--- src/rtl/loader_pkg.sv ---
// loader_pkg: shared state encoding and width defaults for the program loader
package loader_pkg;
    localparam int DEF_ADDR_W = 12;
    localparam int DEF_DATA_W = 8;
    localparam int NIB_W      = 4;
    typedef enum logic [2:0] {
        IDLE   = 3'd0,
        HI     = 3'd1,
        LO     = 3'd2,
        WRITE  = 3'd3,
        DONE   = 3'd4,
        CHK_HI = 3'd5,
        CHK_LO = 3'd6
    } state_t;
endpackage

--- src/rtl/nib_packer.sv ---
// nib_packer: holds the high/low nibble registers and presents them as one byte
module nib_packer
    import loader_pkg::*;
#(
    parameter int DATA_W = DEF_DATA_W
) (
    input  logic              clock,
    input  logic              reset,
    input  logic              load_hi,
    input  logic              load_lo,
    input  logic [NIB_W-1:0]  nib,
    output logic [DATA_W-1:0] data
);
    logic [NIB_W-1:0] hi, lo;
    // capture each half of the byte as it is accepted
    always_ff @(posedge clock or negedge reset)
        if (!reset) begin
            hi <= '0;
            lo <= '0;
        end else begin
            hi <= load_hi ? nib : hi;
            lo <= load_lo ? nib : lo;
        end
    assign data = {hi, lo};
endmodule

--- src/rtl/prog_loader.sv ---
// prog_loader: packs a nibble stream into program bytes and writes them to ROM from address 0
// Optional checksum byte after the payload: define LOADER_CHECKSUM_EN.
module prog_loader
    import loader_pkg::*;
#(
    parameter int ADDR_W = DEF_ADDR_W,
    parameter int DATA_W = DEF_DATA_W
) (
    input  logic              clock,
    input  logic              reset,
    input  logic              start,
    input  logic              abort,
    input  logic [ADDR_W-1:0] len,
    input  logic              nib_valid,
    input  logic [NIB_W-1:0]  nib_data,
    output logic              nib_ready,
    output logic              mem_we,
    output logic [ADDR_W-1:0] mem_addr,
    output logic [DATA_W-1:0] mem_wdata,
    output logic              cpu_hold,
    output logic              busy,
    output logic              done,
    output logic              chk_err
);
    if (DATA_W != 2 * NIB_W) begin : g_bad_data_w
        $error("prog_loader: DATA_W must be exactly two nibbles");
    end

    state_t state, state_nx;
    logic [ADDR_W-1:0] addr, len_q;
    logic last, go;

    // addr equals the number of bytes already written, so the len-th byte is at len-1 (len=0 wraps to full depth)
    assign last = addr == len_q - ADDR_W'(1);
    assign go   = state == IDLE && start && !abort;

    nib_packer #(.DATA_W(DATA_W)) u_packer (
        .clock   (clock),
        .reset   (reset),
        .load_hi (nib_valid && (state == HI || state == CHK_HI)),
        .load_lo (nib_valid && state == LO),
        .nib     (nib_data),
        .data    (mem_wdata)
    );

    // state register
    always_ff @(posedge clock or negedge reset)
        if (!reset) state <= IDLE;
        else        state <= state_nx;

    // next state and per-state outputs; abort overrides everything outside IDLE
    always_comb begin
        state_nx  = state;
        nib_ready = 1'b0;
        mem_we    = 1'b0;
        done      = 1'b0;
        case (state)
            IDLE:  state_nx = go ? HI : IDLE;
            HI: begin
                nib_ready = 1'b1;
                state_nx  = nib_valid ? LO : HI;
            end
            LO: begin
                nib_ready = 1'b1;
                state_nx  = nib_valid ? WRITE : LO;
            end
            WRITE: begin
                mem_we = 1'b1;
`ifdef LOADER_CHECKSUM_EN
                state_nx = last ? CHK_HI : HI;
`else
                state_nx = last ? DONE : HI;
`endif
            end
            DONE: begin
                done     = 1'b1;
                state_nx = IDLE;
            end
`ifdef LOADER_CHECKSUM_EN
            CHK_HI: begin
                nib_ready = 1'b1;
                state_nx  = nib_valid ? CHK_LO : CHK_HI;
            end
            CHK_LO: begin
                nib_ready = 1'b1;
                state_nx  = nib_valid ? DONE : CHK_LO;
            end
`endif
            default: state_nx = IDLE;
        endcase
        if (state != IDLE && abort) begin
            state_nx = IDLE;
            mem_we   = 1'b0;
            done     = 1'b0;
        end
    end

    assign busy     = state != IDLE;
    assign cpu_hold = busy;
    assign mem_addr = addr;

    // load length latch and write address counter
    always_ff @(posedge clock or negedge reset)
        if (!reset) begin
            addr  <= '0;
            len_q <= '0;
        end else begin
            len_q <= go ? len : len_q;
            addr  <= go ? '0 : mem_we ? addr + ADDR_W'(1) : addr;
        end

`ifdef LOADER_CHECKSUM_EN
    logic [DATA_W-1:0] csum, chk_sum;
    assign chk_sum = csum + {mem_wdata[DATA_W-1:NIB_W], nib_data};
    // running sum of written bytes; the trailing byte must bring it to zero
    always_ff @(posedge clock or negedge reset)
        if (!reset) begin
            csum    <= '0;
            chk_err <= 1'b0;
        end else begin
            csum    <= go ? '0 : mem_we ? csum + mem_wdata : csum;
            chk_err <= go ? 1'b0
                     : (state == CHK_LO && nib_valid && !abort) ? chk_sum != '0
                     : chk_err;
        end
`else
    assign chk_err = 1'b0;
`endif
endmodule

--- config.mk ---
export PLATFORM = sky130hd
export DESIGN_NAME = prog_loader
export DESIGN_NICKNAME = d
export VERILOG_FILES = /design/src/rtl/loader_pkg.sv /design/src/rtl/nib_packer.sv /design/src/rtl/prog_loader.sv
export SDC_FILE = /design/constraint.sdc
export NUM_CORES = 1
export LEC_CHECK = 0
export ABC_AREA = 0
export CORE_ASPECT_RATIO = 0.7
export CORE_MARGIN = 2
export CORE_UTILIZATION = 45
export CTS_CLUSTER_DIAMETER = 30
export CTS_CLUSTER_SIZE = 12
export DETAILED_ROUTE_END_ITERATION = 8
export PLACE_DENSITY_LB_ADDON = 0.3
export SETUP_SLACK_MARGIN = 0.05
export SLEW_MARGIN = 20
export SYNTH_ARGS = -nofsm -noshare
export SYNTH_HDL_FRONTEND = slang
export SYNTH_SLANG_ARGS = --single-unit
--- constraint.sdc ---
create_clock -name clock -period 1.8 [get_ports clock]
set_input_delay 0.36 -clock clock [delete_from_list [all_inputs] [get_ports clock]]
set_output_delay 0.36 -clock clock [all_outputs]
set_load 0.01 [all_outputs]
==> flow_summary.json, run 1 <==
{
  "status": "finished, violations left",
  "violations": "negative setup slack",
  "antenna_found_initial": 0,
  "placed_cell_area_sq_mm": 0.00278,
  "yosysTopAreaCell": "dfrtp_1",
  "yosysWarnings": 0,
  "synth.most_common_cell": "dfrtp_1",
  "p_leak_uw": 0.00139,
  "clk_latency_ns": 0.29,
  "synth-edff-count": 0,
  "grt_max_degree": 36,
  "numCtsBuffers": 5,
  "syn_to_final_growth_pct": 50.4,
  "design_area_sq_mm": 0.00314,
  "fin_nets": 314,
  "max_clock_freq_mhz": 529,
  "maxCapViolCount": 0,
  "synth_area_sq_mm": 0.00209,
  "hold_viol_final": 0,
  "start_kind": "flip-flop",
  "path_max_fanout": 4,
  "io_buffer_count": 45,
  "post-route-util_pct": 71.3,
  "grt_pass1_vias": 1849,
  "final_max_slew_viol_count": 0,
  "place_congestion": 0.924,
  "min_period_ns": 1.89,
  "rows": 20,
  "layout-drive-gt1-share_pct": 38.0,
  "dp_slack_ns": -0.350,
  "wl_per_cell_um": 16.7,
  "hold_path.class": "primary input to async pin",
  "start_util_pct": 47.4,
  "gr-total-overflow": 0,
  "wl_um": 5810,
  "drtPass1Iterations": 4,
  "synth_cell_types": 46,
  "place_hpwl_um": 3740,
  "synthArstFlopShare_pct": 100,
  "grt_pass1_wl_um": 9040,
  "die_h_um": 61.0,
  "required_ns": 1.97,
  "synth.net_count": 228,
  "ys.flop_type": "dfrtp_1",
  "ys_seq_area_share_pct": 42.0,
  "grt_usage_pct": 23.0,
  "syn_area_per_cell_sq_um": 10.2,
  "setup_viol": 2,
  "cts.sinks": 35,
  "clock_path_buffers": 2,
  "cts_tree": "yes",
  "synthTopCellsByCount": "dfrtp_1 (35), nor2_1 (22), mux2_2 (17)",
  "skew_ns": 0.00421,
  "peakVddDrop_mv": 0.624,
  "io_pins": 47,
  "crit_arrival_ns": 2.06,
  "ys_seq_elements": 35,
  "power.total_uw": 3050,
  "path_class": "flip-flop to flip-flop",
  "via_count": 1907,
  "synth_cells": 205,
  "yosysTopAreaCellShare_pct": 42.0,
  "root_buffer": "clkbuf_8",
  "min_period_over_period_pct": 105,
  "core_area_sq_mm": 0.00440,
  "reg2reg_setup_slack_ns": -0.09,
  "viasPerCell": 5.50,
  "clkTransAtPathRegs_ns": 0.07,
  "cts_max_level": 2,
  "drt_iter0_markers": 79,
  "die_w_um": 85.4,
  "dieArea_sq_mm": 0.00521,
  "power_density_mw_per_mm2": 972,
  "synth_area_leaders": "dfrtp_1 (42%), mux2_2 (9.2%), xor2_1 (6.3%)",
  "setup_slack_ns": -0.0904,
  "rsz0062_at_grt": "true",
  "crit_path_end_kind": "flip-flop",
  "ant_nets": 0,
  "antenna_cells": 0,
  "drc": 0
}
[cell usage in the layout (no fill, tap or decap), types with 4 or more instances in the layout]
master | Yosys | layout
xor2_1 | 15 | 15
dfrtp_1 | 35 | 28
o21ai_0 | 8 | 8
nand4_1 | 8 | 8
clkdlybuf4s50_1 | 0 | 36
buf_6 | 0 | 7
nor2_1 | 22 | 19
buf_4 | 4 | 41
mux2_2 | 17 | 17
clkbuf_8 | 2 | 6
nor3_1 | 5 | 4
nand2_1 | 11 | 10
nand2b_1 | 5 | 5
a21oi_1 | 9 | 9
xnor2_1 | 9 | 6
dfrtp_2 | 0 | 7
[stage by stage]
| step | setup TNS, ns | cells | hold slack, ns |
|---|---|---|---|
| 4_1_cts | -0.0324 | 339 | 0.502 |
| 5_1_grt | -0.550 | 347 | 0.532 |
| 3_5_place_dp | -3.02 | 322 | 0.497 |
| 3_3_place_gp | -2.43 | 322 | 0.489 |
| 2_1_floorplan | 0 | 205 | 0.0644 |
| 6_report | -0.148 | 347 | 0.486 |
[path summary, 6_finish.rpt]
kind                                            start                          to  cells past startpoint
max                              len_q[1]$_DFFE_PN0P_          state[0]$_DFF_PN0_                      8
min                                             reset          state[2]$_DFF_PN0_                      2
max reg2reg                      len_q[1]$_DFFE_PN0P_          state[0]$_DFF_PN0_                      8
min reg2reg                u_packer.hi[2]$_DFFE_PN0P_  u_packer.hi[2]$_DFFE_PN0P_                      1
max in group asynchronous                       reset        len_q[2]$_DFFE_PN0P_                      2
min in group clock         u_packer.hi[2]$_DFFE_PN0P_  u_packer.hi[2]$_DFFE_PN0P_                      1
[report_power, final]
| part | internal, uW | switching [uW] | leakage, uW | total, uW |
|---|---|---|---|---|
| clock | 448 | 302 | 0.0000612 | 750 |
| sequential | 942 | 169 | 0.000437 | 1110 |
| combinational | 679 | 511 | 0.000893 | 1190 |
[layer usage]
layer | GRT usage (%) | routed length (um) | vias to the layer above
met5 | 0 | 0 | -
met2 | 36.8 | 2780 | 55
met4 | 7.26 | 59 | 0
li1 | - | - | 900
met3 | 6.12 | 319 | 8
met1 | 31.1 | 2650 | 944
[cell type report]
type	instances	area, sq um
fill	334	1260
multi-input combinational	151	1220
sequential	35	885
timing repair buffer	94	835
clock buffer	6	82.6
tap	55	68.8
clock inverter	2	35.0
inverter	4	15.0
[critical path: stages (launching register included)]
cell	delay [ns]
dfrtp_1	0.43
inv_2	0.10
ha_4	0.16
nor4b_4	0.32
nand3_2	0.18
xnor2_2	0.18
a21oi_1	0.13
a41o_2	0.21
nand2_1	0.06
[state kept, by name (all words and copies together) (netlist names)]
name         flops
u_packer.lo      4
state            3
len_q           12
u_packer.hi      4
mem_addr        12
[logic make-up after synthesis]
| kind of cell | after synthesis | share of synthesized area, % |
|---|---|---|
| AO/OA/AOI/OAI | 29 | 9.11 |
| XOR/XNOR | 24 | 10.1 |
| adder cells (fa/ha/maj) | 2 | 1.20 |
| buffers and inverters | 19 | 5.52 |
| flip-flops | 35 | 42.0 |
| multiplexers | 18 | 9.65 |
| other | 1 | 0.180 |
| AND/OR/NAND/NOR | 77 | 22.3 |
[timing repair]
item,CTS,global route
hold buffers,0,0
endpoints found under the setup margin,18,16
resized for setup,32,25
pin swaps,12,10
setup buffers,9,8
Note: power is estimated with default switching activity, not from simulation.
==> run 2: changes to the inputs <==
--- a/config.mk
+++ b/config.mk
@@ -6,6 +6,7 @@
 export NUM_CORES = 1
 export LEC_CHECK = 0
 export ABC_AREA = 0
+export CAP_MARGIN = 20
 export CORE_ASPECT_RATIO = 0.7
 export CORE_MARGIN = 2
 export CORE_UTILIZATION = 45
==> results of run 2 <==
No change in the layout: final DEF, timing and power equal those of run 1.
